**src/rtl/acumulador_soma.sv**
```systemverilog
// Sequential signed accumulator wrapped around an external combinational ripple adder.
// One operand per IDLE -> CALC -> HOLD pass, with optional saturation and a sticky overflow flag.
module acumulador_soma #(
    parameter int unsigned WIDTH  = 16,
    parameter bit          SAT_EN = 1'b1,
    parameter int unsigned CNT_W  = 8
) (
    input  logic             clk,
    input  logic             rst_n,
    input  logic             in_valid,
    output logic             in_ready,
    input  logic [WIDTH-1:0] in_dado,
    input  logic             in_load,
    input  logic             clr_ovf,
    output logic [WIDTH-1:0] soma_a,
    output logic [WIDTH-1:0] soma_b,
    input  logic [WIDTH-1:0] soma_c,
    input  logic             soma_ovf,
    output logic             out_valid,
    input  logic             out_ready,
    output logic [WIDTH-1:0] out_dado,
    output logic             out_ovf,
    output logic             ovf_sticky,
    output logic [CNT_W-1:0] n_ops
);

    typedef enum logic [1:0] {StIdle, StCalc, StHold} state_e;

    localparam logic [WIDTH-1:0] SatMax = {1'b0, {(WIDTH-1){1'b1}}};
    localparam logic [WIDTH-1:0] SatMin = {1'b1, {(WIDTH-1){1'b0}}};
    localparam logic [CNT_W-1:0] CntMax = {CNT_W{1'b1}};

    state_e           state_q, state_d;
    logic [WIDTH-1:0] acc_q, acc_d;
    logic [WIDTH-1:0] op_q, op_d;
    logic             ld_q, ld_d;
    logic [WIDTH-1:0] out_dado_q, out_dado_d;
    logic             out_ovf_q, out_ovf_d;
    logic             ovf_sticky_q, ovf_sticky_d;
    logic [CNT_W-1:0] n_ops_q, n_ops_d;

    logic             ovf_eff;
    logic [WIDTH-1:0] res;

    always_comb begin
        state_d      = state_q;
        acc_d        = acc_q;
        op_d         = op_q;
        ld_d         = ld_q;
        out_dado_d   = out_dado_q;
        out_ovf_d    = out_ovf_q;
        ovf_sticky_d = ovf_sticky_q;
        n_ops_d      = n_ops_q;
        soma_a       = '0;
        soma_b       = '0;
        in_ready     = 1'b0;
        out_valid    = 1'b0;

        // A load passes through the adder as 0 + operand, so it can never overflow.
        ovf_eff = soma_ovf & ~ld_q;
        if (SAT_EN && ovf_eff) begin
            res = op_q[WIDTH-1] ? SatMin : SatMax;
        end else begin
            res = soma_c;
        end

        // Clear first so a coincident CALC overflow still sets the flag.
        if (clr_ovf) begin
            ovf_sticky_d = 1'b0;
        end

        unique case (state_q)
            StIdle: begin
                in_ready = 1'b1;
                if (in_valid) begin
                    op_d    = in_dado;
                    ld_d    = in_load;
                    state_d = StCalc;
                end
            end
            StCalc: begin
                soma_a       = ld_q ? '0 : acc_q;
                soma_b       = op_q;
                acc_d        = res;
                out_dado_d   = res;
                out_ovf_d    = ovf_eff;
                ovf_sticky_d = ovf_sticky_d | ovf_eff;
                if (n_ops_q != CntMax) begin
                    n_ops_d = n_ops_q + CNT_W'(1);
                end
                state_d = StHold;
            end
            StHold: begin
                out_valid = 1'b1;
                if (out_ready) begin
                    state_d = StIdle;
                end
            end
            default: state_d = StIdle;
        endcase
    end

    always_ff @(posedge clk) begin
        if (!rst_n) begin
            state_q      <= StIdle;
            acc_q        <= '0;
            op_q         <= '0;
            ld_q         <= 1'b0;
            out_dado_q   <= '0;
            out_ovf_q    <= 1'b0;
            ovf_sticky_q <= 1'b0;
            n_ops_q      <= '0;
        end else begin
            state_q      <= state_d;
            acc_q        <= acc_d;
            op_q         <= op_d;
            ld_q         <= ld_d;
            out_dado_q   <= out_dado_d;
            out_ovf_q    <= out_ovf_d;
            ovf_sticky_q <= ovf_sticky_d;
            n_ops_q      <= n_ops_d;
        end
    end

    assign out_dado   = out_dado_q;
    assign out_ovf    = out_ovf_q;
    assign ovf_sticky = ovf_sticky_q;
    assign n_ops      = n_ops_q;

endmodule

```
**config.mk**
```make
export PLATFORM = sky130hd
export DESIGN_NAME = acumulador_soma
export DESIGN_NICKNAME = d
export VERILOG_FILES = /design/src/rtl/acumulador_soma.sv
export SDC_FILE = /design/constraint.sdc
export NUM_CORES = 1
export LEC_CHECK = 0
export CAP_MARGIN = 20
export CORE_MARGIN = 2
export CORE_UTILIZATION = 41
export DETAILED_ROUTE_END_ITERATION = 8
export PLACE_DENSITY = 0.81
export SLEW_MARGIN = 0
export SYNTH_ARGS = -nofsm -noshare
export SYNTH_HDL_FRONTEND = slang
export SYNTH_SLANG_ARGS = --single-unit
```
**constraint.sdc**
```tcl
create_clock -name clk -period 1.7 [get_ports clk]
set_input_delay 0.17 -clock clk [delete_from_list [all_inputs] [get_ports clk]]
set_output_delay 0.17 -clock clk [all_outputs]
set_load 0.02 [all_outputs]
```
==> results of run 1 <==
## report_power, final
part / switching (W) / internal, W
registers: 0.0000420 / 0.00112
clock network: 0.000348 / 0.000368
logic: 0.000239 / 0.000246
## final cells by class
type | count | area, sq um | share of cell area, %
Tap cell | 67 | 83.8 | 2.64
Sequential cell | 45 | 903 | 28.4
Multi-Input combinational cell | 182 | 1040 | 32.8
Timing Repair Buffer | 112 | 1040 | 32.6
Inverter | 3 | 11.3 | 0.354
Clock buffer | 7 | 96.3 | 3.03
Clock inverter | 1 | 5.00 | 0.157
## placed cells by master (no fill, tap or decap), drive strengths merged, types with 2 or more instances in the layout
cell           instances
clkdlybuf4s50         64
a21oi                 50
dfxtp                 45
nand2                 38
and2                  33
clkdlybuf4s15         19
clkbuf                17
o21ai                 16
buf                   14
dlygate4sd2            5
nor2                   5
and3                   4
mux2i                  4
nand2b                 4
inv                    3
and4                   3
o21a                   3
a31oi                  3
a211oi                 3
nand4                  2
nor3                   2
nor2b                  2
nor3b                  2
## state kept, by name, summed over array words and instances (netlist names)
name	cells
ld_q	1
n_ops	8
op_q	16
out_dado	16
out_ovf	1
ovf_sticky	1
state_q	2
## cells by family (layout without fill, tap and decap cells)
group	Yosys count	count (layout)
AND/OR/NAND/NOR	99	99
adder cells (fa/ha/maj)	1	1
AO/OA/AOI/OAI	78	78
flip-flops	45	45
multiplexers	4	4
buffers and inverters	20	123
## stage by stage
stage | total power [W] | instance area, sq um | worst slack (ns) | instances | hold slack (ns)
after floorplan | 0.00144 | 2070 | 0.315 | 247 | 0.306
after global placement | 0.00167 | 3130 | 0.0383 | 409 | 0.437
after detailed placement | 0.00168 | 3130 | 0.0130 | 409 | 0.443
after CTS | 0.00237 | 3210 | 0.00289 | 417 | 0.419
after global routing | 0.00247 | 3180 | 0.000636 | 417 | 0.416
final | 0.00236 | 3180 | 0.0713 | 417 | 0.421
## Yosys cell counts (2+ instances only)
cell type,count
inv_1,3
mux2i_1,4
o21a_1,3
buf_6,2
nor2_1,4
and4_1,3
nor3_1,2
and2_1,33
dfxtp_1,45
clkbuf_1,5
buf_2,5
a21oi_1,50
nand4_1,2
o21ai_0,16
a211oi_2,2
nand2_1,38
nand2b_1,3
a31oi_1,3
and3_1,4
buf_4,3
## path summary, 6_finish.rpt
check	startpoint	end	slack (ns)	cells after the start
min reg2reg	op_q[8]	op_q[8]	0.45	2
min	in_dado[0]	op_q[0]	0.42	3
max reg2reg	state_q[1]	op_q[3]	0.20	4
max	state_q[1]	soma_a[4]	0.07	5
## what timing repair did
action	CTS	global route
buffers inserted	0	0
gates resized for setup	52	28
pin swaps	0	0
setup endpoints to repair	34	32
hold buffers	0	0
## layer usage
metal	track usage, %	wire (um)	vias to the layer above
met5	0	0	-
met4	3.37	21	0
met3	6.56	427	2
met2	32.3	2520	76
met1	24.5	2370	944
li1	-	-	1050
## worst min-delay path, cell delays in order
cell and delay [ns]:
clkdlybuf4s50_1 0.39, nand2_1 0.05, a21oi_1 0.05
==> impl_metrics.ini, run 1 <==
[floorplan]
start_util_pct = 43.2
ioPinCount = 99
design.core.area_sq_mm = 0.00479
die-area_sq_mm = 0.00562
num_rows = 25
fp.dieH_um = 75.0
die_x_um = 75.0

[finish]
layout.nets = 389
drive_gt1_share_pct = 13.4
utilization_pct = 66.5
area_growth_pct = 54.0
num_antenna_cells = 0
fillers = 416

[worst_setup_path]
setup.worst_path.start_class = register
cp_slowest_stage_delay_ns = 0.35
critical_path_class = reg -> out
end_kind = output port
cp.required_ns = 1.53
critPathMaxFanout = 8
cp_cell_sequence = nand2b_4 > nor2_2 > buf_4 > and2_1 > clkdlybuf4s15_1
worst-path-buf-inv = 2
crit_slowest_cell = dfxtp_2
cp_data_arrival_time_ns = 1.46
crit_family = buffers and inverters

[yosys]
avgSynthCellArea_sq_um = 8.36
synth-compound-area-share_pct = 20.9
async_flop_share_pct = 0
synth_flop_cell = dfxtp_1
synth-simple-area-share_pct = 27.1
synthCells = 247
yosys.area_share.adder_pct = 0.606
synth_top_family_by_area = simple AND/OR/NAND/NOR gates
synth_edf_count = 0
synth.net_count = 287
synth_area_sq_mm = 0.00207
synth_top_area_share_pct = 43.6
synthMuxAreaShare_pct = 1.94
yosysWarnings = 0
ys_seq_area_share_pct = 43.6
ys_seq_elements = 45
synth-xor-area-share_pct = 0
yosys.area.top_type = dfxtp_1
synth_area_leaders = dfxtp_1 44%, a21oi_1 12%, and2_1 10%
ys_types = 37

[detailed_routing]
dr_total_vias = 2072
drc = 0
wirelength_um = 5350
final_antenna_net_count = 0
drtIter0Drc = 83
wire_per_inst_um = 12.8
vias_per_cell = 4.97
first_pass_iters = 4

[cts]
cts_buffer_depth = 2
clock_latency_ns = 0.29
cts.reportedPaths.clkPinSlew_ns = 0.08
htreeDepth = 2
cts_tree = done
numCtsBuffers = 5
ctsRootBufferMaster = clkbuf_8
clkSinkCount = 45

[sta]
hold_viol_final = 0
slew_violations = 0
setup_violations = 0
worst_pin_slew_ns = 0.558
setup-tns-final_ns = 0
grt_setup_unrepaired = false
fmax_ghz = 0.614
max_slew_margin_pct = 62.8
fin_crit_sh_pct = 95.8
finClkSkew_ns = 0.00527
finalCriticalPeriod_ns = 1.63

[run_status]
status = complete, no violations

[global_route]
antenna_found_initial = 0
grt_pass1_vias = 1843
grt_pass1_wl_um = 8440
overflow = 0
grtUsageTotal_pct = 19.3
grt_max_degree = 30

[placed_design]
dp_hpwl_um = 3910
port_buffers = 98
place.gp.congestion = 0.830

[pwr]
power_density_mw_per_mm2 = 742
ir_drop_uv = 478
leakage_nw = 1.29

[flow_run]
maxCapViolations = 0

[worst_hold_path]
holdCritPathClass = in -> reg
Note: power is estimated with default switching activity, not from simulation.
==> run 2: changes to the inputs <==
CTS_CLUSTER_SIZE = 12   (was unset)
==> results of run 2 <==
Same layout as run 1: the final DEF is identical, and so are final timing and power.
==> run 3: changes to the inputs <==
CTS_CLUSTER_SIZE = unset   (was 12)
==> results of run 3 <==
Same layout as run 1: the final DEF is identical, and so are final timing and power.
==> variant: new RTL, flow settings as in run 3 <==
Set the parameter `SAT_EN` to 1'b0 (it was 1'b1).
--- a/src/rtl/acumulador_soma.sv
+++ b/src/rtl/acumulador_soma.sv
@@ -2,7 +2,7 @@
 // One operand per IDLE -> CALC -> HOLD pass, with optional saturation and a sticky overflow flag.
 module acumulador_soma #(
     parameter int unsigned WIDTH  = 16,
-    parameter bit          SAT_EN = 1'b1,
+    parameter bit          SAT_EN = 1'b0,
     parameter int unsigned CNT_W  = 8
 ) (
     input  logic             clk,
Formal check against the unedited RTL: not equivalent (a bounded check fails within 4 cycles, from zero or initial values and one cycle with rst_n low).
==> variant against run 3 <==
Final area shrank 5.0%. Synthesized area shrank 5.2%. Routed wire length shrank 8.5%. Worst setup slack gained 22 ps. Sequential cell count is the same. Global-route usage shrank 0.87 points. Power shrank 8.3%. Clock skew grew 2.9 ps. Hold slack lost 1.6 ps. First-iteration DRC count shrank 3.6%. Largest power group unchanged.
==> variant: results (changes against run 3) <==
post-synthesis sequential area ratio 46.0% (+2.4 points); Multi-In Gates 180 (-1.1%); HP Start in_dado[9]; cells on worst reg2reg path 5 (+1); Leakage 1.25 nW (-3.8%); global-route wire length before repair 7.71 mm (-8.7%); Worst Path Arrival 1440 ps (-20 ps); Reg2Reg Setup Slack 260 ps (+60 ps); met1 Use GR 21.8% (-2.8 points); clock buf count 6 (-1); layout cells sized above 1 13.5% (+0.077 points); initial DRC count 80 (-3.6%); clk pwr 0.630 mW (-12%); Post-Syn Nets 282 (-1.7%); Pwr Total 2.16 mW (-8.3%); mux cell area share after synthesis 1.53% (-0.40 points); routing usage on met3 5.80% (-0.76 points); post-DR vias/cell 4.88 (-1.8%); worst r2r dst n_ops[7]; DR WL met3 344 um (-19%); post-synthesis adder-cell area fraction 0.639% (+0.033 points); end of the critical path soma_b[1]; largest net degree at the start of global routing 42 (+40%); outcome complete, no violations; cell family with most CP delay simple AND/OR/NAND/NOR gates
-- variant: cell count changes in the layout (fill, tap and decap cells not counted), moves of 5 or more --
cell	change
nand2_1	+34
o21ai_0	-15
a21oi_1	-12
clkbuf_2	+8
clkdlybuf4s15_1	-5
clkdlybuf4s15_2	-5
-- variant: metrics by stage --
| step | area, um2 | utilization, % | instances | hold WS (ps) | setup WS [ps] |
|---|---|---|---|---|---|
| CTS | 3070 | 65.9 | 402 | 407 | 2.88 |
| detailed placement | 3040 | 65.2 | 393 | 442 | 55.7 |
| global route | 3020 | 64.8 | 402 | 417 | 0.815 |
| global placement | 3040 | 65.2 | 393 | 437 | 79.2 |
| floorplan | 1960 | - | 242 | 306 | 342 |
| finish | 3020 | 64.8 | 402 | 419 | 92.9 |
-- variant: repair_timing --
item                                    in CTS  in global routing
hold buffers                                 0                  0
hold endpoints to repair                     0                  0
setup buffers                                1                  0
resized for setup                           43                 46
endpoints found under the setup margin      34                 27
